$ cat src/rtl/n64_pif_si_dma.sv
// rtl/n64_pif_si_dma.sv - SI-side word transfer engine driving PIF RAM port B.
// Moves 1..16 word blocks between a word stream and the RAM, raising pif_irq when a write block lands.
module n64_pif_si_dma #(
   parameter int RAM_AW = 9,
   parameter int LEN_W  = 4
) (
   input  logic              clk_i,
   input  logic              reset_i,
   input  logic              cmd_valid_i,
   output logic              cmd_ready_o,
   input  logic              cmd_dir_i,
   input  logic [RAM_AW-1:0] cmd_addr_i,
   input  logic [LEN_W-1:0]  cmd_len_i,
   input  logic              wr_valid_i,
   output logic              wr_ready_o,
   input  logic [31:0]       wr_data_i,
   output logic              rd_valid_o,
   input  logic              rd_ready_i,
   output logic [31:0]       rd_data_o,
   output logic [RAM_AW-1:0] ram_address_o,
   output logic              ram_wren_o,
   output logic [31:0]       ram_data_o,
   input  logic [31:0]       ram_q_i,
   output logic              busy_o,
   output logic              done_o,
   output logic              pif_irq_o
);

   typedef enum logic [2:0] {
      S_IDLE,
      S_WRITE,
      S_RD_ADDR,
      S_RD_WAIT,
      S_RD_HOLD,
      S_DONE
   } state_t;

   state_t              state_q, state_d;
   logic [RAM_AW-1:0]   ptr_q, ptr_d;
   logic [LEN_W-1:0]    count_q, count_d;
   logic                dir_q, dir_d;
   logic [31:0]         rd_data_q, rd_data_d;
   logic                rd_valid_q, rd_valid_d;

   always_ff @(posedge clk_i or posedge reset_i) begin
      if (reset_i) begin
         state_q    <= S_IDLE;
         ptr_q      <= '0;
         count_q    <= '0;
         dir_q      <= 1'b0;
         rd_data_q  <= '0;
         rd_valid_q <= 1'b0;
      end else begin
         state_q    <= state_d;
         ptr_q      <= ptr_d;
         count_q    <= count_d;
         dir_q      <= dir_d;
         rd_data_q  <= rd_data_d;
         rd_valid_q <= rd_valid_d;
      end
   end

   always_comb begin
      state_d    = state_q;
      ptr_d      = ptr_q;
      count_d    = count_q;
      dir_d      = dir_q;
      rd_data_d  = rd_data_q;
      rd_valid_d = rd_valid_q;
      case (state_q)
         S_IDLE: begin
            if (cmd_valid_i) begin
               ptr_d   = cmd_addr_i;
               count_d = cmd_len_i;
               dir_d   = cmd_dir_i;
               state_d = cmd_dir_i ? S_RD_ADDR : S_WRITE;
            end
         end
         S_WRITE: begin
            if (wr_valid_i) begin
               if (count_q == '0) begin
                  state_d = S_DONE;
               end else begin
                  ptr_d   = ptr_q + RAM_AW'(1);
                  count_d = count_q - LEN_W'(1);
               end
            end
         end
         S_RD_ADDR: state_d = S_RD_WAIT;
         // RAM output is registered: ram_q is valid one cycle after the address.
         S_RD_WAIT: begin
            rd_data_d  = ram_q_i;
            rd_valid_d = 1'b1;
            state_d    = S_RD_HOLD;
         end
         S_RD_HOLD: begin
            if (rd_ready_i) begin
               rd_valid_d = 1'b0;
               if (count_q == '0) begin
                  state_d = S_DONE;
               end else begin
                  ptr_d   = ptr_q + RAM_AW'(1);
                  count_d = count_q - LEN_W'(1);
                  state_d = S_RD_ADDR;
               end
            end
         end
         S_DONE:  state_d = S_IDLE;
         default: state_d = S_IDLE;
      endcase
   end

   assign cmd_ready_o   = (state_q == S_IDLE);
   assign wr_ready_o    = (state_q == S_WRITE);
   assign ram_wren_o    = wr_valid_i & wr_ready_o;
   assign ram_address_o = ptr_q;
   assign ram_data_o    = wr_data_i;
   assign rd_valid_o    = rd_valid_q;
   assign rd_data_o     = rd_data_q;
   assign busy_o        = (state_q != S_IDLE);
   assign done_o        = (state_q == S_DONE);
   assign pif_irq_o     = done_o & ~dir_q;

endmodule

$ cat config.mk
export PLATFORM = sky130hd
export DESIGN_NAME = n64_pif_si_dma
export DESIGN_NICKNAME = d
export VERILOG_FILES = /design/src/rtl/n64_pif_si_dma.sv
export SDC_FILE = /design/constraint.sdc
export NUM_CORES = 1
export LEC_CHECK = 0
export ABC_CLOCK_PERIOD_IN_PS = 2600
export BUFFER_PORTS_ARGS = -buffer_cell sky130_fd_sc_hd__buf_4
export CELL_PAD_IN_SITES_DETAIL_PLACEMENT = 1
export CELL_PAD_IN_SITES_GLOBAL_PLACEMENT = 1
export CORE_MARGIN = 3
export CORE_UTILIZATION = 31
export CTS_BUF_LIST = sky130_fd_sc_hd__clkbuf_16
export DETAILED_ROUTE_END_ITERATION = 10
export PLACE_DENSITY_LB_ADDON = 0.25
export SYNTH_ARGS = -nofsm -noshare
export SYNTH_HDL_FRONTEND = slang
export SYNTH_SLANG_ARGS = --single-unit
$ cat constraint.sdc
create_clock -name clk_i -period 2.6 [get_ports clk_i]
set_clock_uncertainty 0.15 [all_clocks]
set_input_delay 0.13 -clock clk_i [delete_from_list [all_inputs] [get_ports clk_i]]
set_output_delay 0.13 -clock clk_i [all_outputs]
set_load 0.01 [all_outputs]
==> results of run 1 <==
-- synthesized netlist by cell type (all sizes together), types with 2 or more instances --
library cell / instances / area share (%)
o22ai: 4 / 0.93
o22a: 3 / 0.98
a31oi: 2 / 0.47
nand2: 13 / 1.8
nor2: 4 / 0.56
dfrtp: 50 / 47
ha: 2 / 0.93
a21oi: 15 / 2.8
o31a: 4 / 1.3
nor4: 2 / 0.47
and3: 2 / 0.47
o2bb2ai: 2 / 0.65
nor3: 4 / 0.75
o211ai: 2 / 0.56
clkbuf: 3 / 0.42
a221oi: 3 / 1.2
nand3: 6 / 1.1
buf: 42 / 12
o21ai: 18 / 3.5
nand2b: 2 / 0.47
and4: 4 / 1.3
inv: 10 / 1.4
mux2: 35 / 15
-- cell type report --
type                    count  area share [%]
multi-input cells         142            28.1
clock inverters             3           0.561
well taps                 105            3.47
clock buffers               5            3.30
repair buffers            142            30.6
inverters                  10           0.990
flip-flops and latches     50            33.0
-- power by group through the flow --
| stage | combinational [mW] | sequential [mW] | clock [mW] |
|---|---|---|---|
| floorplan | 1.40 | 1.60 | 0 |
| global placement | 2.37 | 1.51 | 0 |
| detailed placement | 2.41 | 1.52 | 0 |
| CTS | 2.46 | 1.51 | 0.667 |
| global route | 2.68 | 1.59 | 0.703 |
| finish | 2.44 | 1.52 | 0.642 |
-- worst max-delay path: stages (launching register included) --
cell and delay [ps]:
sky130_fd_sc_hd__dfrtp_1 400, sky130_fd_sc_hd__inv_1 60, sky130_fd_sc_hd__ha_1 160, sky130_fd_sc_hd__nor3b_2 390, sky130_fd_sc_hd__and3b_1 260, sky130_fd_sc_hd__o21ai_2 330
sky130_fd_sc_hd__mux2_2 380
-- what timing repair did --
action	CTS	global route
hold endpoints to repair	53	0
buffers inserted	0	0
hold buffers	37	0
-- per-stage QoR --
stage,hold WS (ps),total power [mW],std cells,setup WS (ps)
floorplan,130,3.00,247,692
global placement,-4.26,3.88,412,398
detailed placement,0.0671,3.94,412,337
CTS,15.0,4.64,457,321
global route,24.4,4.97,457,199
finish,15.4,4.59,457,362
-- registers in the layout, indices dropped and copies added, names as in the netlist --
register and cells:
rd_data_o 32, ram_address_o 9, count_q 4, state_q 3
dir_q 1, rd_valid_o 1
-- routing by layer --
layer  wire, µm  vias to the layer above  share of wire [%]
li1           -                     1057                  -
met1       3130                     1111                 42
met2       3860                       54                 52
met3        295                       16                4.0
met4        157                        0                2.1
met5          0                        -                  0
-- cells in the final DEF (no fill, tap or decap), types with 2 or more instances in the layout --
cell,count
sky130_fd_sc_hd__nor2_1,4
sky130_fd_sc_hd__nand2_1,13
sky130_fd_sc_hd__mux2_2,35
sky130_fd_sc_hd__o21ai_0,17
sky130_fd_sc_hd__nand2b_1,2
sky130_fd_sc_hd__o31a_1,4
sky130_fd_sc_hd__dlygate4sd3_1,37
sky130_fd_sc_hd__a31oi_1,2
sky130_fd_sc_hd__and4_1,4
sky130_fd_sc_hd__dfrtp_1,50
sky130_fd_sc_hd__o211ai_1,2
sky130_fd_sc_hd__a221oi_1,2
sky130_fd_sc_hd__and3_1,2
sky130_fd_sc_hd__o2bb2ai_1,2
sky130_fd_sc_hd__nand3_1,6
sky130_fd_sc_hd__a21oi_1,15
sky130_fd_sc_hd__buf_4,105
sky130_fd_sc_hd__nor4_1,2
sky130_fd_sc_hd__nor3_1,4
sky130_fd_sc_hd__o22ai_1,4
sky130_fd_sc_hd__o22a_1,3
sky130_fd_sc_hd__clkbuf_16,5
sky130_fd_sc_hd__ha_1,2
sky130_fd_sc_hd__inv_1,9
-- logic make-up after synthesis --
family | count (synthesis) | share of synthesized area, %
buffers and inverters | 55 | 13.7
flip-flops | 50 | 46.6
multiplexers | 36 | 15.1
AND/OR/NAND/NOR | 45 | 9.23
adder cells (fa/ha/maj) | 2 | 0.932
XOR/XNOR | 2 | 0.652
AO/OA/AOI/OAI | 57 | 13.8
-- how the worst max path moves through the flow --
stage / end / cells past startpoint
6_report: count_q[1] / 6
5_1_grt: count_q[1] / 6
4_1_cts: count_q[1] / 6
3_5_place_dp: count_q[1] / 6
3_3_place_gp: count_q[1] / 6
2_1_floorplan: count_q[1] / 6
==> Flow_metrics.wiki, run 1 <==
{| class="wikitable"
! Metric !! Value
|-
| Status || completed
|-
| Post-Synthesis Cells || between 200 and 250
|-
| Share of total power consumed by net switching || roughly two fifths
|-
| Highest-utilization routing layer at the global route stage || met2
|-
| Number of instances resized during post-cts repair || 0
|-
| Placer's final routability congestion estimate || around 0.8
|-
| Endpoint kind of the worst setup timing path || flip-flop
|-
| Accumulated negative setup slack || 0 ps
|-
| Sequential standard cell area || between 1000 and 1500 µm²
|-
| Final net count || between 400 and 500
|-
| Global-route met1 utilization || a little under a fifth
|-
| Number of antenna repair diodes || 0
|-
| Floorplan die area || approximately 9800 µm²
|-
| Top-level I/O count || 163
|-
| Part of the power in combinational logic || between 50% and 60%
|-
| Kind of critical path || flip-flop to flip-flop
|-
| Sequential fraction of design power || 33.0%
|-
| Portion of the post-synthesis area used by sequential elements || 46.6%
|-
| Maximum vdd drop || ~0.43 mV
|-
| Number of enable flip-flop cells after synthesis || 0
|-
| CP Launch Type || flip-flop
|-
| Number of buffers inserted by port buffering || 98
|-
| Logic depth of the worst register-to-register path || 6
|-
| Slew Limit Headroom || 63.7%
|-
| RSZ-0062 raised after global routing || false
|-
| Number of distinct standard cells referenced by the synthesized netlist || 42
|-
| Clock latency of the later-clocked register in the worst-skew pair || between 200 and 300 ps
|-
| Total routing usage reported by global routing || between 10% and 20%
|-
| Number of clock sinks seen by CTS || 50
|-
| Yosys warns || 0
|-
| Critical path required time || approximately 2600 ps
|-
| Endpoint of the worst-slack reg-to-reg timing path || count_q[1]
|-
| CTS tree || done
|-
| Maximum buffer depth of the clock tree || 2
|-
| Largest net degree at the start of global routing || 33
|-
| Antenna violations before repair || 0
|-
| Start point of the critical path || count_q[0]
|-
| Startpoint of the lowest-slack register-to-register path || count_q[0]
|-
| Met3 global-route usage || under 10%
|-
| Crit-path max FO || 8
|-
| Syn avg cell area || 10.9 µm²
|-
| Area overhead of the layout relative to synthesis || 41.1%
|-
| Hold endpoint || dir_q
|-
| Worst hold path cell count || 3
|-
| Share of final-layout standard cells stronger than drive strength 1 || 43.5%
|-
| Area of the multi-input gates || 1060 µm²
|-
| Final setup violation count || 0
|-
| Min cycle time layout || approximately 2200 ps
|-
| Avg WL per Cell || between 15 and 20 µm
|-
| Number of violations reported at the end of detailed-routing iteration 0 || between 60 and 70
|-
| P per Cell Area || about 1200 nW/µm²
|-
| Routed vias/inst || between 4 and 5
|-
| Number of pins exceeding their max-slew limit in the final report || 0
|-
| Number of placement rows || 33
|-
| Int Power || 2.81 mW
|-
| Number of buffers added by the clock tree synthesis step || 5
|-
| Period Utilization, post-route || 86.1%
|-
| Tightest Hold Check Type || primary input to flip-flop
|-
| Final design utilization || 45.7%
|-
| Antenna-violating nets left || 0
|-
| GR Layer Usage met2 || a little over a quarter
|-
| FF+latch count, synth || 50
|-
| Final HPWL from detailed placement || just over 5000 µm
|-
| Tightest Pin Transition || 540 ps
|-
| MaxCap Viol Count || 0
|-
| Number of global-route vias before repair || 2399
|-
| Net count of the mapped netlist || 332
|-
| Total overflow reported by the global router || 0
|-
| Floorplan Core Area || 8300 µm²
|-
| Die span in x || 99.1 µm
|-
| Wire length of the first global-routing pass || ~12000 µm
|-
| Critical hold path startpoint || cmd_dir_i
|-
| Post-synthesis instance area || about 2700 µm²
|-
| Clock power share || between 10% and 20%
|-
| Reg-to-reg slack, setup || 360 ps
|-
| 1st-pass router iterations || 4
|-
| Fraction of synthesis flops using an asynchronous set or reset pin || 100%
|-
| Crit path arrival time || around 2300 ps
|-
| Most frequently used flop master after synthesis || sky130_fd_sc_hd__dfrtp_1
|-
| Reported leakage power || approximately 1.7 nW
|-
| Maximum level of the CTS H-tree || 2
|-
| Clock Root Buffer || sky130_fd_sc_hd__clkbuf_16
|-
| DRC violation count after routing || 0
|-
| Die span in y || between 90 and 100 µm
|-
| Wirelength, routed || approximately 7400 µm
|-
| Fmax || roughly 450 MHz
|-
| Clock-pin slew on the worst setup and hold paths || 70 ps
|-
| Final hold vios || 0
|-
| Final design instance area without fill || 3790 µm²
|-
| Count of vias placed by the detailed router || approximately 2200
|-
| Fill cell total of the finished layout || between 900 and 1000
|-
| NetSw || ~1.8 mW
|-
| Initial core utilization || between 30% and 40%
|-
| Area after detailed placement || about 3300 µm²
|}
No activity file was read; power rests on OpenSTA's default activity.
==> run 2: changes to the inputs <==
CORE_MARGIN = unset   (was 3)
==> run 2 against run 1 <==
Flip-flop and latch count stayed put. Combinational power is 2% higher. Sequential power hardly changed. Wire length is 1.7% lower. Worst setup slack better by 12 ps. First-iteration DRC count is 6.3% lower. Non-clock buffer count is 3 higher. Fmax is 0.54% higher. Final area is 1.2% higher. Largest power group unchanged. Highest routed layer unchanged.
==> Flow_metrics.wiki, run 2 (same netlist as run 1, synthesis figures left out) <==
{| class="wikitable"
! Metric !! Value
|-
| Min cycle time layout || 2230 ps (-12.1 ps)
|-
| Area overhead of the layout relative to synthesis || 42.8%
|-
| Reported leakage power || 1.76 nW (+1.7%)
|-
| Fmax || 449 MHz (+0.54%)
|-
| DRC violation count after routing || 0 (unchanged)
|-
| Final design utilization || 46.2% (+0.54 points)
|-
| Most common library cell in the layout ignoring fill and taps || sky130_fd_sc_hd__buf_4
|-
| Die span in y || 95.1 µm (-4.0%)
|-
| Clock Root Buffer || sky130_fd_sc_hd__clkbuf_16
|-
| Slew Limit Headroom || 36.9% (-27 points)
|-
| Share of total power consumed by net switching || 38.0% (-0.87 points)
|-
| Initial core utilization || 32.4% (unchanged)
|-
| Crit path arrival time || 2250 ps (about the same)
|-
| Tightest Pin Transition || 939 ps (+399 ps)
|-
| Dpl cells || 415 (+0.73%)
|-
| Period Utilization, post-route || 85.6% (-0.47 points)
|-
| Sequential fraction of design power || 31.5% (-1.5 points)
|-
| Number of clock sinks seen by CTS || 50 (unchanged)
|-
| Avg WL per Cell || 15.9 µm (-2.3%)
|-
| Maximum buffer depth of the clock tree || 2 (unchanged)
|-
| Top-level I/O count || 163 (unchanged)
|-
| Start point of the critical path || count_q[0]
|-
| Overall Power || 4.75 mW (+3.4%)
|-
| Leading cell types in the layout, fill and taps excluded || sky130_fd_sc_hd__buf_4, sky130_fd_sc_hd__dfrtp_1, sky130_fd_sc_hd__dlygate4sd3_1
|-
| Final setup violation count || 0 (unchanged)
|-
| Number of placement rows || 33 (unchanged)
|-
| Total routing usage reported by global routing || 16.4% (+1.2 points)
|-
| Tightest Hold Check Type || primary input to flip-flop
|-
| Count of vias placed by the detailed router || 2246 (+0.36%)
|-
| Termination of the worst setup path || count_q[1]
|-
| Number of global-route vias before repair || 2352 (-2.0%)
|-
| Total overflow reported by the global router || 0 (unchanged)
|-
| Int Power || 2.95 mW (+4.9%)
|-
| MaxCap Viol Count || 0 (unchanged)
|-
| Final HPWL from detailed placement || 5110 µm (-1.5%)
|-
| Final instance count without filler cells || 460 (+0.66%)
|-
| Share of final-layout standard cells stronger than drive strength 1 || 43.9% (+0.48 points)
|-
| Floorplan Core Area || 8300 µm² (unchanged)
|-
| Endpoint kind of the worst setup timing path || flip-flop
|-
| Routed vias/inst || 4.88 (-0.30%)
|-
| Die span in x || 95.1 µm (-4.0%)
|-
| Crit-path max FO || 7 (-1)
|-
| Maximum level of the CTS H-tree || 2 (unchanged)
|-
| Final net count || 439 (+0.69%)
|-
| Maximum vdd drop || 0.450 mV (+4.3%)
|-
| Largest net degree at the start of global routing || 33 (unchanged)
|-
| CP Launch Type || flip-flop
|-
| Startpoint of the lowest-slack register-to-register path || count_q[0]
|-
| Floorplan die area || 9040 µm² (-7.9%)
|-
| Number of violations reported at the end of detailed-routing iteration 0 || 59 (-6.3%)
|-
| Accumulated negative setup slack || 0 ps (unchanged)
|-
| Status || completed
|-
| Crit path largest cell delay || 410 ps (about the same)
|-
| Logic depth of the worst register-to-register path || 6 (unchanged)
|-
| Reg-to-reg slack, setup || 370 ps (about the same)
|-
| Number of buffers added by the clock tree synthesis step || 5 (unchanged)
|-
| CTS tree || done
|-
| RSZ-0062 raised after global routing || false
|-
| Critical path required time || 2620 ps (about the same)
|-
| Flip-flop count of the largest register after layout || 32 (unchanged)
|-
| Clock-pin slew on the worst setup and hold paths || 70 ps (about the same)
|-
| Wire length of the first global-routing pass || 11600 µm (-4.8%)
|-
| Antenna-violating nets left || 0 (unchanged)
|-
| Number of pins exceeding their max-slew limit in the final report || 0 (unchanged)
|-
| Number of buffers inserted by port buffering || 98 (unchanged)
|-
| Number of setup buffers added after CTS || 0 (unchanged)
|-
| Cells traversed along the worst timing path || inv_1 > ha_1 > nor3b_2 > and3b_1 > o21ai_2 > mux2_2
|-
| Part of the power in combinational logic || 52.7% (-0.3 points)
|-
| Placer's final routability congestion estimate || 0.803 (+2.7%)
|-
| Cell type of the slowest stage on the worst timing path || sky130_fd_sc_hd__dfrtp_1
|-
| Final hold vios || 0 (unchanged)
|-
| P per Cell Area || 1240 nW/µm² (+2.2%)
|-
| Clock latency of the later-clocked register in the worst-skew pair || 280 ps (about the same)
|-
| 1st-pass router iterations || 4 (unchanged)
|-
| Kind of critical path || flip-flop to flip-flop
|-
| Wirelength, routed || 7320 µm (-1.7%)
|-
| Endpoint of the worst-slack reg-to-reg timing path || count_q[1]
|-
| NetSw || 1.81 mW (+1.1%)
|-
| Number of antenna repair diodes || 0 (unchanged)
|-
| Antenna violations before repair || 0 (unchanged)
|-
| Clock power share || 15.8% (+1.8 points)
|-
| Fin Hold WS || 28.3 ps (+12.9 ps)
|}
[run 2: cell type report]
cell class / instances / area [µm²]
inverters: 10 / 37.5
clock buffers: 5 / 125
clock inverters: 3 / 43.8
well taps: 105 / 131
flip-flops and latches: 50 / 1250
repair buffers: 145 / 1180
fillers: 917 / 4460
multi-input cells: 142 / 1060
[run 2: how the worst min path moves through the flow]
stage,startpoint,end,slack (ps),cells past startpoint
6_report,rd_ready_i,rd_valid_o,30,4
4_1_cts,rd_ready_i,rd_valid_o,20,4
5_1_grt,cmd_valid_i,dir_q,50,3
3_5_place_dp,reset_i,rd_data_o[21],80,2
3_3_place_gp,reset_i,rd_data_o[21],80,2
2_1_floorplan,ram_q_i[0],rd_data_o[0],130,1
[run 2: power by group through the flow]
stage | Clock [mW] | Sequential [mW] | Combinational, mW
after floorplan | 0 | 1.60 | 1.40
after global placement | 0 | 1.50 | 2.43
after detailed placement | 0 | 1.51 | 2.48
after CTS | 0.769 | 1.50 | 2.53
after global routing | 0.797 | 1.57 | 2.76
final | 0.750 | 1.50 | 2.50
[run 2: critical path, delay by kind of cell (launching register included)]
kind                       cells  cell delay [ps]
AOI/OAI and AO/OA              1              290
DFF                            1              410
buffers and inverters          1               70
adders and majority gates      1              170
and+or+nand+nor                2              640
muxes                          1              370
[run 2: per-layer routing]
metal	routed length, µm	vias to the layer above	GRT usage, %
met5	0	-	0
met4	76	0	3.91
met3	258	10	2.95
met2	3920	58	29.2
met1	3070	1116	20.4
li1	-	1062	-
[run 2: timing repair]
action	4_1_cts	5_1_grt
hold endpoints to repair	60	0
hold buffers	37	0
resized for setup	0	0
endpoints found under the setup margin	0	0
[run 2: stage by stage]
stage          cell area [µm²]  setup WS (ps)
6_report                  3830            374
5_1_grt                   3830            251
4_1_cts                   3830            375
3_5_place_dp              3300            389
3_3_place_gp              3300            450
2_1_floorplan             2690            692
